File: config.mk
export PLATFORM = sky130hd
export DESIGN_NAME = od_flat
export DESIGN_NICKNAME = d
export VERILOG_FILES = /design/src/rtl/od_pkg.sv /design/src/rtl/od_if.sv /design/src/rtl/od_mod3.sv /design/src/rtl/od.sv /design/src/flat_wrapper.sv
export SDC_FILE = /design/constraint.sdc
export NUM_CORES = 1
export LEC_CHECK = 0
export CAP_MARGIN = 20
export CORE_ASPECT_RATIO = 0.8
export CORE_MARGIN = 5
export CORE_UTILIZATION = 35
export DETAILED_ROUTE_END_ITERATION = 10
export PLACE_DENSITY = 0.69
export SYNTH_ARGS = -nofsm -noshare
export SYNTH_HDL_FRONTEND = slang
export SYNTH_SLANG_ARGS = --single-unit
File: constraint.sdc
create_clock -name clk -period 8 [get_ports clk]
set_clock_uncertainty 0.15 [all_clocks]
set_input_delay 1.2 -clock clk [delete_from_list [all_inputs] [get_ports clk]]
set_output_delay 1.2 -clock clk [all_outputs]
set_load 0.02 [all_outputs]
File: src/rtl/od_pkg.sv
// rtl/od_pkg.sv - shared default widths for the odd-parity / divisible-by-3 detector
package od_pkg;
  localparam int W_DEF  = 4;
  localparam int CW_DEF = 8;
endpackage

File: src/rtl/od_if.sv
// rtl/od_if.sv - word input and flag/counter output bundle for od
interface od_if #(
  parameter int W  = od_pkg::W_DEF,
  parameter int CW = od_pkg::CW_DEF
) ();
  logic [W-1:0]  a;
  logic          a_valid;
  logic          p;
  logic          d;
  logic          out_valid;
  logic [CW-1:0] p_cnt;
  logic [CW-1:0] d_cnt;

  modport master (
    output a, a_valid,
    input  p, d, out_valid, p_cnt, d_cnt
  );

  modport slave (
    input  a, a_valid,
    output p, d, out_valid, p_cnt, d_cnt
  );
endinterface

File: src/rtl/od_mod3.sv
// rtl/od_mod3.sv - combinational mod-3 residue of a W-bit word
module od_mod3 #(
  parameter int W = od_pkg::W_DEF
) (
  input  logic [W-1:0] a,
  output logic [1:0]   res
);
  localparam int NC = (W + 1) / 2;

  logic [2*NC-1:0] padded;
  logic [2:0]      sum;

  // 4 == 1 (mod 3), so the residue is the mod-3 sum of the base-4 digits
  always_comb begin
    padded = '0;
    padded[W-1:0] = a;
    res = 2'd0;
    sum = 3'd0;
    for (int i = 0; i < NC; i++) begin
      sum = {1'b0, res} + {1'b0, padded[2*i +: 2]};
      res = (sum >= 3'd3) ? 2'(sum - 3'd3) : sum[1:0];
    end
  end
endmodule

File: src/rtl/od.sv
// rtl/od.sv - registered odd-parity and divisible-by-3 flags with saturating event counters
module od
  import od_pkg::*;
#(
  parameter int W  = W_DEF,
  parameter int CW = CW_DEF
) (
  input logic clk,
  input logic rst,
  od_if.slave bus
);
  logic [1:0]    res;
  logic          p_next;
  logic          d_next;
  logic          p_q;
  logic          d_q;
  logic          ov_q;
  logic [CW-1:0] p_cnt_q;
  logic [CW-1:0] d_cnt_q;

  od_mod3 #(.W(W)) u_mod3 (
    .a   (bus.a),
    .res (res)
  );

  assign p_next = ^bus.a;
  assign d_next = (res == 2'd0);

  always_ff @(posedge clk) begin
    if (rst) begin
      p_q     <= 1'b0;
      d_q     <= 1'b0;
      ov_q    <= 1'b0;
      p_cnt_q <= '0;
      d_cnt_q <= '0;
    end else begin
      ov_q <= bus.a_valid;
      if (bus.a_valid) begin
        p_q <= p_next;
        d_q <= d_next;
        // counters stick at all-ones instead of wrapping
        if (p_next && (p_cnt_q != '1)) p_cnt_q <= p_cnt_q + CW'(1);
        if (d_next && (d_cnt_q != '1)) d_cnt_q <= d_cnt_q + CW'(1);
      end
    end
  end

  assign bus.p         = p_q;
  assign bus.d         = d_q;
  assign bus.out_valid = ov_q;
  assign bus.p_cnt     = p_cnt_q;
  assign bus.d_cnt     = d_cnt_q;
endmodule

File: src/flat_wrapper.sv
// flat-port wrapper written by rule: the top's interface ports become plain ports
module od_flat import od_pkg::*;
#(
  parameter int W  = W_DEF,
  parameter int CW = CW_DEF
)
  (clk, rst, bus_a, bus_a_valid, bus_p, bus_d, bus_out_valid, bus_p_cnt, bus_d_cnt);
  od_if #(.W(W), .CW(CW)) bus_i ();
  input logic clk;
  input logic rst;
  input wire logic [$bits(bus_i.a)-1:0] bus_a;
  input wire logic [$bits(bus_i.a_valid)-1:0] bus_a_valid;
  output wire logic [$bits(bus_i.p)-1:0] bus_p;
  output wire logic [$bits(bus_i.d)-1:0] bus_d;
  output wire logic [$bits(bus_i.out_valid)-1:0] bus_out_valid;
  output wire logic [$bits(bus_i.p_cnt)-1:0] bus_p_cnt;
  output wire logic [$bits(bus_i.d_cnt)-1:0] bus_d_cnt;
  assign bus_i.a = bus_a;
  assign bus_i.a_valid = bus_a_valid;
  assign bus_p = bus_i.p;
  assign bus_d = bus_i.d;
  assign bus_out_valid = bus_i.out_valid;
  assign bus_p_cnt = bus_i.p_cnt;
  assign bus_d_cnt = bus_i.d_cnt;
  od #(.W(W), .CW(CW)) u_core (.clk(clk), .rst(rst), .bus(bus_i));
endmodule
== Word-level counts from Yosys, hierarchy flattened ==
Index checks and enable logic that the tools add are counted.

* Bits in registers: 19
* Output and inout port bits: 19
* Word-level logic and storage cells: 22

* $add $sub $neg: 5
* Order comparisons: 2
* Equal/unequal tests: 2
* Mux-type cells: 2
* Reduce and logical (&&, ||, !) cells: 6

{| class="wikitable"
|+ Operators by type and width
! operator !! count
|-
| $add 8x1->8 const B || 2
|-
| $ne 8x8->1 const B || 2
|-
| $mux 2 || 2
|-
| $reduce_and 2->1 || 2
|-
| $reduce_xor 4->1 || 1
|-
| $sub 2x2->2 const B || 2
|-
| $add 2x2->3 || 1
|-
| $ge 3x2->1 const B || 1
|-
| $ge 2x2->1 const B || 1
|-
| $logic_and 1x1->1 || 2
|-
| $logic_not 2->1 || 1
|}

== Logic depth before layout (Yosys ltp) ==
Gate-level depths: netlist (run 1).

* Word-level depth: 8
* Depth in mapped cells: 10
* Depth with buffers taken out: 9

== Cells and area by module ==
A second synthesis (run 1) with hierarchy kept.

* Cells, all modules: 112
* Area total of the unflattened synthesis: 1011.0 um^2

{| class="wikitable"
|+ By module, submodules not included
! module !! instances !! cells each !! area each (um^2)
|-
| od || 1 || 103 || 920.9
|-
| od_mod3 || 1 || 9 || 90.1
|}

== Worst setup path before layout (run 1) ==
OpenSTA, ideal clock, no wires.

* Path kind: input port to flip-flop
* From: input bus_a[1]
* To: register u_core.d_cnt_q[5] (netlist: u_core.bus.d_cnt[5])
* Arrival: 3.173 ns
* Required time: 7.729 ns
* Path slack: 4.556 ns
* Cell stages on the path: 9
* Buffers on the path: 0
* Path through: inv_1 > ha_1 > ha_1 > fa_1 > ha_1 > and3b_1 > mux2i_1 > nor4_1 > mux2_2

* Word-level cells in the longest chain between the ends: 8
* Elaborated cells between the ends (all ways): 10
* Classes of those cells: add/sub: 3; order compare: 2; mux: 2; reduce/logical: 3

{| class="wikitable"
|+ Ends and longest elaborated chain
! what !! line !! text
|-
| start, declared || flat_wrapper.sv:11 || <nowiki>input wire logic [$bits(bus_i.a)-1:0] bus_a;</nowiki>
|-
| $sub 2x2->2 or $ge 2x2->1 (tied branches) || od_mod3.sv:21 || <nowiki>res = (sum >= 3'd3) ? 2'(sum - 3'd3) : sum[1:0];</nowiki>
|-
| $mux 2 * || od_mod3.sv:21 ||
|-
| $add 2x2->3 * || od_mod3.sv:20 || <nowiki>sum = {1'b0, res} + {1'b0, padded[2*i +: 2]};</nowiki>
|-
| $ge 3x2->1 or $sub 2x2->2 (tied branches) || od_mod3.sv:21 ||
|-
| $mux 2 * || od_mod3.sv:21 ||
|-
| $logic_not 2->1 * || od.sv:27 || <nowiki>assign d_next = (res == 2'd0);</nowiki>
|-
| $logic_and 1x1->1 * || od.sv:43 || <nowiki>if (d_next && (d_cnt_q != '1)) d_cnt_q <= d_cnt_q + CW'(1);</nowiki>
|-
| $reduce_and 2->1 (no line) * || -- ||
|-
| end signal, assigned || od.sv:43 ||
|-
| end, declared || od.sv:19 || <nowiki>logic [CW-1:0] d_cnt_q;</nowiki>
|}

Every way passes the cells marked *; elsewhere a longest branch is shown, timed or not.
A chain may end at the register's enable or synchronous reset.

== Worst setup path in the final report (run 1) ==
Ends and elaborated chain as after synthesis.

==> results of run 1 <==
[logic make-up (layout without fill, tap and decap cells)]
| kind of cell | Yosys count | in the layout | synth area share (%) |
|---|---|---|---|
| compound gates | 25 | 25 | 16.3 |
| xor+xnor | 2 | 2 | 3.20 |
| fa+ha+maj | 7 | 7 | 9.36 |
| buf+inv | 10 | 35 | 4.56 |
| flops | 19 | 19 | 37.4 |
| mux | 5 | 5 | 5.17 |
| simple gates | 43 | 43 | 24.0 |
[worst register-to-register path: stages, from the launching register on]
cell     delay, ns
dfxtp_1       0.43
ha_1          0.20
nand3_1       0.21
nor3_4        0.37
nor4_1        0.10
mux2_2        0.30
[synth_stat cells (2+ instances only)]
| cell | count | area [um2] |
|---|---|---|
| a21oi_1 | 9 | 45.0 |
| clkbuf_1 | 2 | 7.51 |
| dfxtp_1 | 19 | 380 |
| ha_1 | 6 | 75.1 |
| inv_1 | 6 | 22.5 |
| mux2_2 | 2 | 22.5 |
| mux2i_1 | 3 | 30.0 |
| nand2_1 | 9 | 33.8 |
| nand2b_1 | 2 | 12.5 |
| nand3_1 | 4 | 20.0 |
| nand4_1 | 2 | 12.5 |
| nor2_1 | 5 | 18.8 |
| nor2b_1 | 5 | 31.3 |
| nor3_1 | 2 | 10.0 |
| o21ai_0 | 5 | 25.0 |
| o311ai_0 | 2 | 17.5 |
| o31ai_1 | 4 | 30.0 |
| o41ai_1 | 2 | 17.5 |
| or3_1 | 8 | 50.1 |
| or4_1 | 2 | 15.0 |
[metal layers]
metal | vias up | share of wire (%) | track usage [%]
met5 | - | 0 | 0
met4 | 0 | 1.3 | 6.56
met3 | 2 | 2.9 | 1.21
met2 | 24 | 47 | 19.1
met1 | 428 | 49 | 15.5
li1 | 459 | - | -
[report_power, final]
group	internal (mW)	total, mW	switching, mW
Sequential	0.0981	0.102	0.00345
Clock	0.0194	0.0501	0.0307
Combinational	0.0174	0.0373	0.0199
Total	0.135	0.189	0.0540
[cells in the final DEF (no fill, tap or decap), drive strengths merged, types with 5 or more instances in the layout]
cell and n:
a21oi 9, clkdlybuf4s50 25, dfxtp 19, ha 6, inv 6, nand2 9, nor2 5, nor2b 5
o21ai 5, or3 8
[area by class of cell]
class	count	area share, %
clock buffers	4	2.00
inverters	6	1.71
multi-input cells	82	44.8
flip-flops and latches	19	28.9
well taps	38	3.61
repair buffers	25	19.0
[worst paths after layout]
kind / start / end / depth (start not counted)
worst min-delay path: u_core.bus.p / u_core.bus.p / 2
worst max-delay path: bus_a[1] / u_core.bus.d_cnt[5] / 10
worst max register to register: u_core.bus.d_cnt[0] / u_core.bus.d_cnt[5] / 5
worst min register to register: u_core.bus.p / u_core.bus.p / 2
[stage by stage]
stage | util (%) | std cells | hold slack [ns]
final | 47.6 | 174 | 0.337
after global routing | 47.6 | 174 | 0.372
after CTS | 47.6 | 174 | 0.339
after detailed placement | 46.7 | 170 | 0.321
after global placement | 46.7 | 170 | 0.323
after floorplan | - | 111 | 0.397
[registers in the layout, summed over array words and instances, names as in the netlist]
| name | flops |
|---|---|
| u_core.bus.out_valid | 1 |
| u_core.bus.p_cnt | 8 |
| u_core.bus.p | 1 |
| u_core.bus.d | 1 |
| u_core.bus.d_cnt | 8 |
==> metrics, run 1 <==
outcome=complete, no violations; Crit Path Max Fanout=14; H-Tree Depth=1; worst slew pin tran=0.951 ns; layout cell share with drive strength beyond 1=5.88%; setup total negative slack=0 ns; Seq/Total Area, Yosys=37.4%; hold_buf cts=0; Synth async-reset ratio=0%; DP Area=1290 um2; Post-layout nets=151; Reg area=380 um2; CTS resizes=0; Slew headroom=34.8%; Clk pin slew, worst setup/hold paths=0.11 ns; Netlist Area Pre-Place=1020 um2; DR WL/cell=12.9 um; Static Leak=0.489 nW; Critical Path AT=4.19 ns; num rows=17; CTS sink cnt=19; Hold WC Path Type=register to register; largest net degree at the start of global routing=21; RSZ-0062 raised after global routing=false; Die X=70.2 um; n_diodes=0; initial drt markers=25; die area=4090 um2; Final Cycle Share=51.7%; antenna violations before repair=0; Mean Syn Cell Area=9.15 um2; GPL Wtd Cong=0.805; CP peak stage delay=0.82 ns; drt drc=0; Initial Util=36.7%; Syn Nets=125; Crit. End Element=register; Worst Path Required=8.05 ns; Final Hold Vio Count=0; max-cap viol count=0; Top FF cell, synth=dfxtp_1; final setup vio count=0; synthesis warning total=0; DP HPWL=1660 um; maximum vdd drop=0.0000647 V; max-slew violations=0; area of the multi-input gates=589 um2; setup ws final=3.86 ns; cell count after synthesis=111; Pwr Total=0.189 mW; IO buf count=25; crit-path leading delay family=multiplexers; drt total wl=2240 um; clk_lat worst skew=0.30 ns; Die H=58.2 um; post-synthesis register bit count=19; Max Buffers Root-to-Sink=2; drt pass-1 iters=4; CTS tree=built; via/cell ratio=5.25; total CTS buffers=3; number of synthesized flops with an enable pin=0; setup bufs post-CTS=0; fin crit period=4.14 ns; crit path max-delay cell type=mux2i_1; Buf/Inv on CP=2; library cells used by synthesis=32; crit-path cells=clkdlybuf4s50_1 -> inv_1 -> ha_1 -> ha_1 -> fa_1 -> ha_1 -> nor3_1 -> mux2i_1 -> nor4_1 -> mux2_2; Tot GR Track Use=11.8%; critical path launch point type=input port; vias post-DR=913; P per Cell Area=144 nW/um2; Place WS=3.57 ns; vias in the first global route=864; Synth-to-Final Area Change=29.6%; grt ovf=0; Root Buffer=clkbuf_4; first-pass GRT wire length=3950 um; R2R setup slack=6.14 ns; number of filler cells placed in the layout=274; ANT nets after route=0; Setup CP Type=input port to register; CP dominant cell by count=ha_1; top achievable clock speed=242 MHz; fin area=1320 um2; I/O pin cnt=26; total core area=2770 um2
Note: power is estimated with default switching activity, not from simulation.
==> run 2, diff against run 1 <==
==> constraint.sdc (replaced) <==
create_clock -name clk -period 4 [get_ports clk]
set_clock_uncertainty 0.15 [all_clocks]
set_input_delay 0.6 -clock clk [delete_from_list [all_inputs] [get_ports clk]]
set_output_delay 0.6 -clock clk [all_outputs]
set_load 0.02 [all_outputs]
==> metrics, run 2 (synthesized netlist as in run 1, its figures left out) <==
outcome=complete, no violations; Slew headroom=51.8%; Worst Path Required=4.06 ns; Initial Util=36.7%; drt drc=0; n_diodes=0; Root Buffer=clkbuf_4; CP peak stage delay=0.48 ns; DP HPWL=1690 um; Synth-to-Final Area Change=30.4%; Finished Layout Cells=175; Static Leak=0.497 nW; Critical Path AT=3.37 ns; setup ws final=0.690 ns; R2R setup slack=2.04 ns; drt total wl=2270 um; grt ovf=0; most common cell after layout, fill and taps aside=clkdlybuf4s50_1; fin area=1330 um2; DR WL/cell=13.0 um; CTS resizes=0; Crit Path Max Fanout=12; CP dominant cell by count=ha_1; vias in the first global route=869; fin crit period=3.31 ns; maximum vdd drop=0.000117 V; first-pass GRT wire length=3830 um; crit-path cells=clkdlybuf4s50_1 -> inv_1 -> ha_1 -> ha_1 -> fa_1 -> ha_1 -> and3b_1 -> mux2i_1 -> buf_4 -> or4_1 -> o211a_1; layout cell share with drive strength beyond 1=7.30%; Place WS=0.380 ns; RSZ-0062 raised after global routing=false; crit path max-delay cell type=clkdlybuf4s50_1; setup bufs post-CTS=0; Hold WC Path Type=register to register; clk_lat worst skew=0.30 ns; DP Area=1300 um2; Final Cycle Share=82.7%; clock share of power=26.4%; register share of total power=53.3%; Int Power=0.270 mW; Die X=70.2 um; total CTS buffers=3; Buf/Inv on CP=3; dpl cells=171; ANT nets after route=0; P per Cell Area=287 nW/um2; commonest cells after routing, fill and taps aside=25 x clkdlybuf4s50_1, 19 x dfxtp_1, 9 x nand2_1, 9 x a21oi_1, 8 x or3_1; crit-path leading delay family=adder cells; max-cap viol count=0; num rows=17; GPL Wtd Cong=0.897; hold_buf cts=0; Die H=58.2 um; total core area=2770 um2; P_sw=0.110 mW; vias post-DR=928; worst slew pin tran=0.721 ns; Post-layout nets=152; final hold slack=0.329 ns; antenna violations before repair=0; CTS sink cnt=19; setup total negative slack=0 ns; via/cell ratio=5.30; final setup vio count=0; IO buf count=25; Comb pwr share=20.3%; drt pass-1 iters=4; Final Util=47.9%; I/O pin cnt=26; Pwr Total=0.380 mW; Max Buffers Root-to-Sink=2; initial drt markers=40; H-Tree Depth=1; CTS tree=built; Clk pin slew, worst setup/hold paths=0.11 ns; Tot GR Track Use=11.6%; largest net degree at the start of global routing=21; die area=4090 um2; switching share of power=29.0%; Setup CP Type=input port to register; Final Hold Vio Count=0; max-slew violations=0; Crit. End Element=register; top achievable clock speed=302 MHz; critical path launch point type=input port
==> run 2: final cells by class <==
type | count | area (um2)
Fill cell | 288 | 1440
Clock inverter | 1 | 5.00
Sequential cell | 19 | 380
Clock buffer | 3 | 22.5
Timing Repair Buffer | 26 | 258
Multi-Input combinational cell | 82 | 589
Tap cell | 38 | 47.5
Inverter | 6 | 22.5
==> run 2: power by group through the flow <==
stage          sequential (mW)  clock (mW)  combinational (mW)
2_1_floorplan            0.215           0              0.0407
3_3_place_gp             0.207           0              0.0747
3_5_place_dp             0.207           0              0.0772
4_1_cts                  0.203       0.104              0.0776
5_1_grt                  0.204       0.112              0.0845
6_report                 0.203       0.100              0.0772
==> run 2: worst min-delay path, delay by kind of cell, from the launching register on <==
kind / cells / cell delay [ns]
flip-flops: 1 / 0.33
AO/OA/AOI/OAI: 1 / 0.06
AND/OR/NAND/NOR: 1 / 0.06
==> run 2: path summary, 6_finish.rpt <==
| check | to | from | cells past startpoint |
|---|---|---|---|
| worst max-delay path | u_core.bus.d_cnt[6] | bus_a[1] | 11 |
| worst min register to register | u_core.bus.d | u_core.bus.d | 2 |
| worst max register to register | u_core.bus.d_cnt[5] | u_core.bus.d_cnt[0] | 5 |
| worst min-delay path | u_core.bus.d | u_core.bus.d | 2 |
==> run 2: per-layer routing <==
metal / global-route usage [%] / part of all wire (%) / wire (um)
met5: 0 / 0 / 0
met4: 7.10 / 1.7 / 39
met3: 3.12 / 4.2 / 96
met2: 19.1 / 47 / 1060
met1: 13.6 / 47 / 1070
==> run 3, diff against run 2 <==
==> constraint.sdc (replaced) <==
create_clock -name clk -period 3.1 [get_ports clk]
set_clock_uncertainty 0.15 [all_clocks]
set_input_delay 0.465 -clock clk [delete_from_list [all_inputs] [get_ports clk]]
set_output_delay 0.465 -clock clk [all_outputs]
set_load 0.02 [all_outputs]
==> metrics, run 3 (synthesized netlist as in run 1, its figures left out) <==
P per Cell Area=363 nW/um2; GPL Wtd Cong=0.813; critical path launch point type=input port; Hold Path End=u_core.bus.p; switching share of power=29.0%; drt drc=0; DR WL/cell=13.9 um; Die X=70.2 um; fin crit period=2.97 ns; area of the multi-input gates=627 um2; antenna violations before repair=0; initial drt markers=36; die area=4090 um2; vias post-DR=951; ANT nets after route=0; largest net degree at the start of global routing=21; Slew headroom=70.2%; Final Hold Vio Count=0; drt total wl=2510 um; Worst Path Required=3.15 ns; Post-layout nets=158; final hold slack=0.331 ns; Hold WC Path Type=register to register; R2R setup slack=1.24 ns; DP HPWL=1730 um; total CTS buffers=3; Final Util=50.8%; total core area=2770 um2; Static Leak=0.537 nW; vias in the first global route=886; CTS sink cnt=19; drt pass-1 iters=5; Int Power=0.362 mW; clk_lat worst skew=0.29 ns; I/O pin cnt=26; register share of total power=51.2%; H-Tree Depth=1; top achievable clock speed=337 MHz; Critical Path AT=3.01 ns; Min-Delay Path Depth=2; layout cell share with drive strength beyond 1=15.4%; IO buf count=25; max-cap viol count=0; Synth-to-Final Area Change=38.3%; clock share of power=24.9%; Final Cycle Share=95.7%; max-slew violations=0; Setup CP Type=input port to register; Crit Path Max Fanout=4; Die H=58.2 um; number of filler cells placed in the layout=275; Root Buffer=clkbuf_4; fin area=1410 um2; DP Area=1320 um2; grt ovf=0; R2R Path Start=u_core.bus.d_cnt[0]; Pwr Total=0.511 mW; first-pass GRT wire length=4000 um; Initial Util=36.7%; Clk pin slew, worst setup/hold paths=0.11 ns; via/cell ratio=5.25; outcome=complete, no violations; final setup vio count=0; hold_buf cts=0; Max Buffers Root-to-Sink=2; worst reg2reg path depth=5; n_diodes=0; num rows=17; maximum vdd drop=0.000213 V; Comb pwr share=23.9%; Reg area=380 um2; worst slew pin tran=0.446 ns; commonest cells after routing, fill and taps aside=23 x clkdlybuf4s50_1, 19 x dfxtp_1, 9 x nand2_1, 9 x a21oi_1, 8 x or3_1; RSZ-0062 raised after global routing=false; Tot GR Track Use=11.9%; Crit. End Element=register; P_sw=0.148 mW; R2R Path End=u_core.bus.d_cnt[3]; Hold Path Origin=u_core.bus.p; CTS tree=built; most common cell after layout, fill and taps aside=clkdlybuf4s50_1
run 3: changes by cell type in the layout (fill, tap and decap cells not counted), sizes merged:
cell,before,now
mux2i,3,4
dlymetal6s2s,0,2
buf,1,6
clkdlybuf4s50,25,23
run 3: worst max-delay path, stage by stage:
cell,delay [ns]
clkdlybuf4s50_1,0.49
ha_2,0.20
fa_2,0.46
ha_1,0.28
and3b_2,0.27
mux2i_2,0.10
or4_1,0.54
o211a_1,0.22
run 3: stage by stage:
stage / worst slack [ns] / setup TNS (ns) / std cells
after global routing: 0.0545 / 0 / 181
after global placement: -0.366 / -2.67 / 174
after floorplan: 0.391 / 0 / 111
final: 0.132 / 0 / 181
after CTS: 0.0151 / 0 / 179
after detailed placement: -0.447 / -3.36 / 174
run 3: worst max-delay path by stage:
stage | startpoint | endpoint | slack [ns]
final | bus_a[2] | u_core.bus.d_cnt[6] | 0.13
after floorplan | bus_a[1] | u_core.bus.d_cnt[5] | 0.39
after detailed placement | bus_a[1] | u_core.bus.d_cnt[3] | -0.45
after CTS | bus_a[1] | u_core.bus.d_cnt[6] | 0.02
after global placement | bus_a[1] | u_core.bus.d_cnt[1] | -0.37
after global routing | bus_a[2] | u_core.bus.d_cnt[6] | 0.05
run 3: routing by layer:
layer	GRT usage, %	wire length, um
met1	14.5	1120
met2	21.1	1290
met3	2.25	78
met4	4.10	27
met5	0	0
run 3: final cells by class:
type                            count  share of cell area [%]
Multi-Input combinational cell     83                    44.6
Sequential cell                    19                    27.1
Timing Repair Buffer               31                    21.4
Tap cell                           38                    3.38
Clock buffer                        3                    1.60
Inverter                            6                    1.60
Clock inverter                      1                   0.356
run 3: what timing repair did:
| item | in CTS | in global routing |
|---|---|---|
| pin swaps | 0 | 3 |
| resized for setup | 1 | 9 |
| cloned | 0 | 1 |
| buffers inserted | 1 | 1 |
| endpoints found under the setup margin | 7 | 6 |
run 3: power groups by stage:
stage          combinational (mW)  clock [mW]  sequential, mW
2_1_floorplan              0.0526           0           0.277
3_3_place_gp                0.100           0           0.267
3_5_place_dp                0.103           0           0.267
4_1_cts                     0.108       0.131           0.261
5_1_grt                     0.134       0.145           0.264
6_report                    0.122       0.127           0.261
